<file path="config.mk">
export PLATFORM = sky130hd
export DESIGN_NAME = uart_rx_param
export DESIGN_NICKNAME = d
export VERILOG_FILES = /design/src/rtl/uart_rx_param.sv
export SDC_FILE = /design/constraint.sdc
export NUM_CORES = 1
export LEC_CHECK = 0
export BUFFER_PORTS_ARGS = -buffer_cell sky130_fd_sc_hd__buf_2
export CAP_MARGIN = 30
export CORE_ASPECT_RATIO = 0.9
export CORE_MARGIN = 3
export CORE_UTILIZATION = 35
export DETAILED_ROUTE_END_ITERATION = 8
export PLACE_DENSITY = 0.53
export SLEW_MARGIN = 15
export SYNTH_ARGS = -nofsm -noshare
export SYNTH_HDL_FRONTEND = slang
export SYNTH_SLANG_ARGS = --single-unit
</file>
<file path="constraint.sdc">
create_clock -name CLK -period 3.1 [get_ports CLK]
set_clock_uncertainty 0.2 [all_clocks]
set_input_delay 0.93 -clock CLK [delete_from_list [all_inputs] [get_ports CLK]]
set_output_delay 0.93 -clock CLK [all_outputs]
set_load 0.05 [all_outputs]
</file>
<file path="src/rtl/uart_rx_param.sv">
// uart_rx_param: oversampled UART receiver with 3-sample majority voting,
// runtime parity (even/odd/none) and 1/2 stop-bit selection, and one-cycle
// DATA_VALID / PAR_ERR / STP_ERR pulses per frame.
// Optional break detection is built when UART_RX_BREAK_DET_EN is defined;
// otherwise BREAK is tied low and an all-zero frame reports as an error.

module uart_rx_param #(
  parameter int unsigned DATA_WIDTH     = 8,
  parameter int unsigned PRESCALE_WIDTH = 6
) (
  input  logic                      CLK,
  input  logic                      RST,
  input  logic [PRESCALE_WIDTH-1:0] PRESCALE,
  input  logic                      PAR_EN,
  input  logic                      PAR_TYP,
  input  logic                      STOP2,
  input  logic                      RX_IN,
  output logic [DATA_WIDTH-1:0]     P_DATA,
  output logic                      DATA_VALID,
  output logic                      PAR_ERR,
  output logic                      STP_ERR,
  output logic                      BUSY,
  output logic                      BREAK
);

  localparam int unsigned DW  = DATA_WIDTH;
  localparam int unsigned PW  = PRESCALE_WIDTH;
  localparam int unsigned BCW = (DW > 1) ? $clog2(DW) : 1;

  typedef enum logic [2:0] {
    S_IDLE,
    S_START,
    S_DATA,
    S_PARITY,
    S_STOP1,
    S_STOP2,
    S_DONE
  } state_t;

  state_t          state_q;
  logic            rx_meta_q;
  logic            rx_s_q;
  logic            armed_q;
  logic            busy_q;
  logic [PW-1:0]   edge_cnt_q;
  logic [PW-1:0]   prescale_q;
  logic [BCW-1:0]  bit_cnt_q;
  logic            par_en_q;
  logic            par_typ_q;
  logic            stop2_q;
  logic [1:0]      smp_q;
  logic [DW-1:0]   shift_q;
  logic [DW-1:0]   p_data_q;
  logic            par_err_q;
  logic            stp_err_q;
  logic            dv_q;
  logic            pe_q;
  logic            se_q;

  logic [PW-1:0]   half;
  logic [PW-1:0]   edge_nxt;
  logic            last_edge;
  logic            at_s0;
  logic            at_s1;
  logic            at_mid;
  logic            bit_val;
  logic            frame_end;
  logic            fin_stp;
  logic            brk_hit;

  // Bit timing and majority decision derived from the latched prescale
  assign half      = prescale_q >> 1;
  assign last_edge = (edge_cnt_q == (prescale_q - PW'(1)));
  assign edge_nxt  = last_edge ? '0 : (edge_cnt_q + PW'(1));
  assign at_s0     = (edge_cnt_q == (half - PW'(2)));
  assign at_s1     = (edge_cnt_q == (half - PW'(1)));
  assign at_mid    = (edge_cnt_q == half);
  assign bit_val   = (smp_q[0] & smp_q[1]) | (smp_q[0] & rx_s_q) | (smp_q[1] & rx_s_q);

  // Final stop-bit resolution: the frame outcome is decided here
  assign frame_end = at_mid && (((state_q == S_STOP1) && !stop2_q) || (state_q == S_STOP2));
  assign fin_stp   = stp_err_q | ~bit_val;

`ifdef UART_RX_BREAK_DET_EN
  logic zero_q;
  logic brk_q;
  logic break_q;
  logic fin_brk;

  // Break candidate comes from the first stop bit, even in 2-stop mode
  assign fin_brk = (state_q == S_STOP1) ? (zero_q & ~bit_val) : brk_q;
  assign brk_hit = fin_brk;
  assign BREAK   = break_q;

  // Track whether every resolved bit so far in this frame was 0
  always_ff @(posedge CLK) begin
    if (RST) begin
      zero_q  <= 1'b0;
      brk_q   <= 1'b0;
      break_q <= 1'b0;
    end else begin
      break_q <= frame_end & fin_brk;
      if (state_q == S_IDLE) begin
        zero_q <= 1'b1;
        brk_q  <= 1'b0;
      end
      if (((state_q == S_DATA) || (state_q == S_PARITY)) && at_mid && bit_val) begin
        zero_q <= 1'b0;
      end
      if ((state_q == S_STOP1) && at_mid) begin
        brk_q <= zero_q & ~bit_val;
      end
    end
  end
`else
  assign brk_hit = 1'b0;
  assign BREAK   = 1'b0;
`endif

  // Synchroniser, receive FSM, counters, shift register and output pulses
  always_ff @(posedge CLK) begin
    if (RST) begin
      rx_meta_q  <= 1'b1;
      rx_s_q     <= 1'b1;
      state_q    <= S_IDLE;
      armed_q    <= 1'b1;
      busy_q     <= 1'b0;
      edge_cnt_q <= '0;
      prescale_q <= '0;
      bit_cnt_q  <= '0;
      par_en_q   <= 1'b0;
      par_typ_q  <= 1'b0;
      stop2_q    <= 1'b0;
      smp_q      <= 2'b11;
      shift_q    <= '0;
      p_data_q   <= '0;
      par_err_q  <= 1'b0;
      stp_err_q  <= 1'b0;
      dv_q       <= 1'b0;
      pe_q       <= 1'b0;
      se_q       <= 1'b0;
    end else begin
      rx_meta_q <= RX_IN;
      rx_s_q    <= rx_meta_q;
      dv_q      <= 1'b0;
      pe_q      <= 1'b0;
      se_q      <= 1'b0;

      if (at_s0) smp_q[0] <= rx_s_q;
      if (at_s1) smp_q[1] <= rx_s_q;

      case (state_q)
        S_IDLE: begin
          edge_cnt_q <= '0;
          bit_cnt_q  <= '0;
          if (!armed_q) begin
            // After a low-ending frame, wait for the line to go high first
            if (rx_s_q) armed_q <= 1'b1;
          end else if (!rx_s_q) begin
            state_q    <= S_START;
            busy_q     <= 1'b1;
            prescale_q <= PRESCALE;
            par_en_q   <= PAR_EN;
            par_typ_q  <= PAR_TYP;
            stop2_q    <= STOP2;
            par_err_q  <= 1'b0;
            stp_err_q  <= 1'b0;
          end
        end

        S_START: begin
          edge_cnt_q <= edge_nxt;
          if (at_mid && bit_val) begin
            state_q <= S_IDLE;
            busy_q  <= 1'b0;
          end else if (last_edge) begin
            state_q <= S_DATA;
          end
        end

        S_DATA: begin
          edge_cnt_q <= edge_nxt;
          if (at_mid) shift_q <= {bit_val, shift_q[DW-1:1]};
          if (last_edge) begin
            if (bit_cnt_q == BCW'(DW - 1)) begin
              bit_cnt_q <= '0;
              state_q   <= par_en_q ? S_PARITY : S_STOP1;
            end else begin
              bit_cnt_q <= bit_cnt_q + BCW'(1);
            end
          end
        end

        S_PARITY: begin
          edge_cnt_q <= edge_nxt;
          if (at_mid) par_err_q <= (bit_val != ((^shift_q) ^ par_typ_q));
          if (last_edge) state_q <= S_STOP1;
        end

        S_STOP1: begin
          edge_cnt_q <= edge_nxt;
          if (at_mid) begin
            if (stop2_q) begin
              stp_err_q <= ~bit_val;
            end else begin
              state_q <= S_DONE;
              armed_q <= bit_val;
            end
          end
          if (stop2_q && last_edge) state_q <= S_STOP2;
        end

        S_STOP2: begin
          edge_cnt_q <= edge_nxt;
          if (at_mid) begin
            state_q <= S_DONE;
            armed_q <= bit_val;
          end
        end

        S_DONE: begin
          edge_cnt_q <= '0;
          state_q    <= S_IDLE;
          busy_q     <= 1'b0;
        end

        default: begin
          state_q <= S_IDLE;
          busy_q  <= 1'b0;
        end
      endcase

      // Exactly one outcome per completed frame, visible during DONE
      if (frame_end && !brk_hit) begin
        if (fin_stp || par_err_q) begin
          pe_q <= par_err_q;
          se_q <= fin_stp;
        end else begin
          dv_q     <= 1'b1;
          p_data_q <= shift_q;
        end
      end
    end
  end

  assign P_DATA     = p_data_q;
  assign DATA_VALID = dv_q;
  assign PAR_ERR    = pe_q;
  assign STP_ERR    = se_q;
  assign BUSY       = busy_q;

endmodule

</file>
# --- Word-level counts from Yosys, hierarchy flattened ---
# Index checks and enable logic that the tools add are counted.
word_totals:
  ff_bits: 48
  out_inout_bits: 13
  wordCells: 127
op_classes:
  addsub: 5
  n_eq_ne: 26
  muxes: 36
  n_bitwise: 12
  n_reduce_logical: 28
op_table:
  columns: ["op", "count"]
  rows:
  - ["$mux W3", 14]
  - ["$ne A2 B2 Y1 const B", 11]
  - ["$eq A6 B6 Y1", 3]
  - ["$pmux W3 S6", 1]
  - ["$mux W1", 14]
  - ["$eq A3 B3 Y1 const B", 4]
  - ["$pmux W6 S2", 1]
  - ["$reduce_and A4 Y1", 3]
  - ["$reduce_and A9 Y1", 1]
  - ["$reduce_bool A2 Y1", 4]
  - ["$reduce_xor A8 Y1", 1]
  - ["$add A6 B1 Y6 const B", 1]
  - ["$eq A3 B2 Y1 const B", 2]
  - ["$eq A6 B5 Y1", 1]
  - ["$mux W6", 1]
  - ["$ne A3 B2 Y1 const B", 2]
  - ["$pmux W1 S3", 2]
  - ["$pmux W3 S2", 1]
  - ["$reduce_and A2 Y1", 3]
  - ["$sub A5 B1 Y6 const B", 1]
  - ["$sub A5 B2 Y6 const B", 1]
  - ["$sub A6 B1 Y6 const B", 1]
  - ["$not A1 Y1", 5]
  - ["$reduce_and A5 Y1", 1]
  - ["18 further kinds", 28]

# --- Longest topological paths before layout ---
logic_depth:
  ltp_word: 8
  ltp_mapped: 10
  mapped_depth_nobuf: 8

# --- Least setup slack after synthesis ---
# No wires, ideal clock.
synth_timing:
  kind: "register to register"
  from: "register prescale_q[2]"
  to: "register state_q[1]"
  arrival_ps: 2215
  setup_slack_ps: 563
  path_stages_with_launch: 9
  n_path_buf: 0
  cell_sequence: "dfxtp_1 > inv_1 > ha_1 > a21boi_4 > a21o_2 > a2111oi_4 > nand2_2 > a221o_1 > o311a_1"
synth_via:
  elab_chain_len: 5
  word_cells_on_any_way: 15
synth_lines:
  columns: ["element", "line_no", "source"]
  rows:
  - ["start, declared", "46", "logic [PW-1:0] prescale_q;"]
  - ["start signal, assigned", "129", "prescale_q <= '0;"]
  - ["start signal, assigned", "162", "prescale_q <= PRESCALE;"]
  - ["$sub A6 B1 Y6", "73", "assign last_edge = (edge_cnt_q == (prescale_q - PW'(1)));"]
  - ["$eq A6 B6 Y1", "73", null]
  - ["$logic_and A1 B1 Y1", "210", "if (stop2_q && last_edge) state_q <= S_STOP2;"]
  - ["$ne A3 B2 Y1 (no source line) or $mux W3 (tied branches)", null, null]
  - ["$reduce_and A9 Y1 (no source line) or $pmux W3 S6 (tied branches)", null, null]
  - ["end signal, assigned", "187", "state_q <= par_en_q ? S_PARITY : S_STOP1;"]
  - ["end, declared", "40", "state_t state_q;"]
# Parallel ways exist; a longest one is shown, timed or not.
# A chain may end at the register's enable or synchronous reset.

# --- Worst setup path in the final report ---
# Same ends and word-level chain as after synthesis.

==> metrics.cfg <==
[outcome]
outcome=complete, no violations

[worst_setup_path]
critPathKind=reg -> reg
arrival_ns=2.77
cp_cell_sequence=inv_1 -> ha_1 -> a21boi_4 -> a21o_2 -> a2111oi_4 -> nand2_2 -> a221o_1 -> o311a_1
cpMaxStageDelayCell=dfxtp_1
worstPathMaxFanout=6
crit_path_end_kind=register
setup.worst_path.start_class=register
required_ns=3.10
slowest_delay_ns=0.43

[route]
dr.pass1.iters=4
vias=2259
first_iter_violations=104
finalWirelength_mm=6.339
via_per_inst=5.217
postRouteAntennaNets=0
drc=0
wl_per_cell_um=14.64

[job]
maxCapViolCount=0

[global_route]
top_usage_layer=met2
grt_overflow=0
grt_max_degree=44
grt_pass1_vias=2155
antenna_found_initial=0
grtUsageMet1=0.2140
use_met2=0.2204
grt_pass1_wl_mm=10.72
grt_usage=0.1462
gr-usage-met3=0.02793

[timing]
period_needed_ns=2.764
relSlewSlack=0.6541
hold_viol=0
setup_viol_count_final=0
max_freq_ghz=0.3618
setup_tns_ns=0
grt_setup_unrepaired=false
drv_slew=0
worst_slack_ns=0.3359
fin_crit_sh=0.8917
tightest_slew_ns=0.5154

[floorplanning]
initial_core_util=0.3637
std_cell_rows=30
io_pins=25
die_w_um=99.57
core_um2=7582
die_area_um2=8982
chipHeight_um=90.21

[clocking]
post_cts_resize_count=0
cts_buffer_depth=2
numCtsBuffers=5
htree_levels=2
clk_latency_ns=0.30
cts.sinks=48
root_buffer=clkbuf_8
post-cts-setup-buffers=0
cts_tree=done
hold_buffers=0
clkSlewWorstSetupHoldPaths_ns=0.10

[final_layout]
register_area_um2=960.9
multi_input_area_um2=1627
n_antenna_cell=0
n_fill_cell=807
design_area_um2=3073
finalNonFillerCells=433
drive_gt1_frac=0.1721
fin_nets=356
area_delta_synth_final_pct=11.43

[placed_design]
io_buffer_count=23
dp.final_hpwl_mm=4.590
dp.cells=425
gp_congestion=0.8463
dp_slack_ns=0.3626
dpl_cell_area_um2=2935

[yosys]
synth-edff-count=0
yosysSeqAreaShare=0.3485
synth_fp_nets=336
synth-seq-cells=48
synth_area_um2=2758
synthArstFlopShare=0
synth_cells=316
ys.flop_type=dfxtp_1
ys_types=57
syn_avg_cell_area_um2=8.727
yosysWarnings=0

[pwr]
ir_drop_v=0.0002312
comb_power_share=0.315
p_int_mw=1.220
p_leak_nw=1.376
power_frac_clock=0.301
total_power_mw=1.841
power_density_nw_per_um2=599.1
netSwitchingPower_uw=620.5
switching_share=0.3370
p_seq_frac=0.383

[worst_hold_path]
hp-class=reg -> reg

==> synthesized netlist by cell type (2+ instances only) <==
| master | n | area share |
|---|---|---|
| mux2i_1 | 27 | 0.098 |
| or3_1 | 3 | 0.0068 |
| and3_1 | 5 | 0.011 |
| and2_2 | 2 | 0.0054 |
| buf_6 | 3 | 0.012 |
| ha_1 | 8 | 0.036 |
| nand3_1 | 11 | 0.020 |
| a21oi_1 | 12 | 0.022 |
| a2bb2oi_1 | 2 | 0.0064 |
| a211oi_1 | 3 | 0.0082 |
| inv_1 | 11 | 0.015 |
| o21ai_0 | 7 | 0.013 |
| a31oi_1 | 7 | 0.016 |
| a21o_2 | 2 | 0.0064 |
| nor4_1 | 2 | 0.0045 |
| nand2b_1 | 4 | 0.0091 |
| clkbuf_8 | 2 | 0.010 |
| dfxtp_1 | 48 | 0.35 |
| a32o_1 | 2 | 0.0073 |
| buf_4 | 2 | 0.0054 |
| or2_2 | 4 | 0.0091 |
| xor2_1 | 12 | 0.038 |
| nand4_1 | 6 | 0.014 |
| buf_2 | 2 | 0.0036 |
| and3_2 | 2 | 0.0054 |
| xnor2_1 | 16 | 0.051 |
| nand3_2 | 2 | 0.0073 |
| nor2_1 | 40 | 0.054 |
| o31ai_1 | 3 | 0.0082 |
| o21ai_1 | 2 | 0.0036 |
| o211ai_1 | 3 | 0.0082 |
| nor3_1 | 10 | 0.018 |
| nand2_1 | 15 | 0.020 |
| a21o_1 | 3 | 0.0082 |
| clkbuf_1 | 9 | 0.012 |
| o21bai_1 | 3 | 0.0082 |
==> registers in the layout, summed over array words and instances, names as in the netlist, 2 cells and up <==
signal and cells:
P_DATA 8, shift_q 8, edge_cnt_q 6, prescale_q 6, bit_cnt_q 3, state_q 3
smp_q 2
==> metal layers <==
metal  share of wire  up-vias
met2            0.43       33
met5               0        -
met3           0.035        4
met1            0.53     1074
met4          0.0047        0
li1                -     1148
==> final timing paths <==
kind	to	cells after the start	slack [ns]	from
hold reg to reg	rx_s_q	1	0.22	rx_meta_q
setup reg to reg	state_q[1]	8	0.34	prescale_q[2]
setup / recovery	state_q[1]	8	0.34	prescale_q[2]
hold / removal	rx_s_q	1	0.22	rx_meta_q
==> layout make-up <==
cell class,instances,area share
clock buffer,5,0.02239
clock inverter,3,0.02239
inverter,12,0.01466
multi-input combinational,237,0.5293
sequential,48,0.3127
tap,96,0.03909
timing repair buffer,32,0.05945
==> cell usage in the layout (no fill, tap or decap), drive strengths merged, types with 3 or more instances in the layout <==
master and n:
a211oi 3, a21o 5, a21oi 13, a31oi 7, and2 3, and3 7, buf 32, clkbuf 5
dfxtp 48, ha 8, inv 12, mux2i 27, nand2 16, nand2b 4, nand3 13, nand4 6
nor2 40, nor3 10, o211ai 3, o21ai 9, o21bai 3, o31ai 3, or2 4, or3 3
xnor2 16, xor2 12
==> kinds of logic after synthesis <==
| family | count (synthesis) | synth area share |
|---|---|---|
| other cells | 1 | 0.001360 |
| simple gates | 113 | 0.2042 |
| compound gates | 60 | 0.1611 |
| flops | 48 | 0.3485 |
| mux | 27 | 0.09800 |
| xor+xnor | 28 | 0.08893 |
| fa+ha+maj | 8 | 0.03630 |
| buf+inv | 31 | 0.06170 |
==> through the flow <==
step                      hold WS, ns    util
after floorplan                0.1895       -
after global placement         0.1931  0.3871
after detailed placement       0.2049  0.3871
after CTS                      0.2282  0.4053
after global routing           0.2513  0.4053
final                          0.2247  0.4053
==> worst max-delay path, delay by kind of cell (launching register included) <==
kind            cells  cell delay, ns
compound gates      5            1.46
flops               1            0.43
fa+ha+maj           1            0.26
simple gates        1            0.18
buf+inv             1            0.13
==> power by group through the flow <==
stage	registers (mW)	logic (mW)	clock network, mW
after global routing	0.712	0.642	0.596
final	0.706	0.581	0.555
after floorplan	0.705	0.453	0
after detailed placement	0.720	0.577	0
after global placement	0.721	0.579	0
after CTS	0.705	0.580	0.571
(Power assumes the default switching activity.)
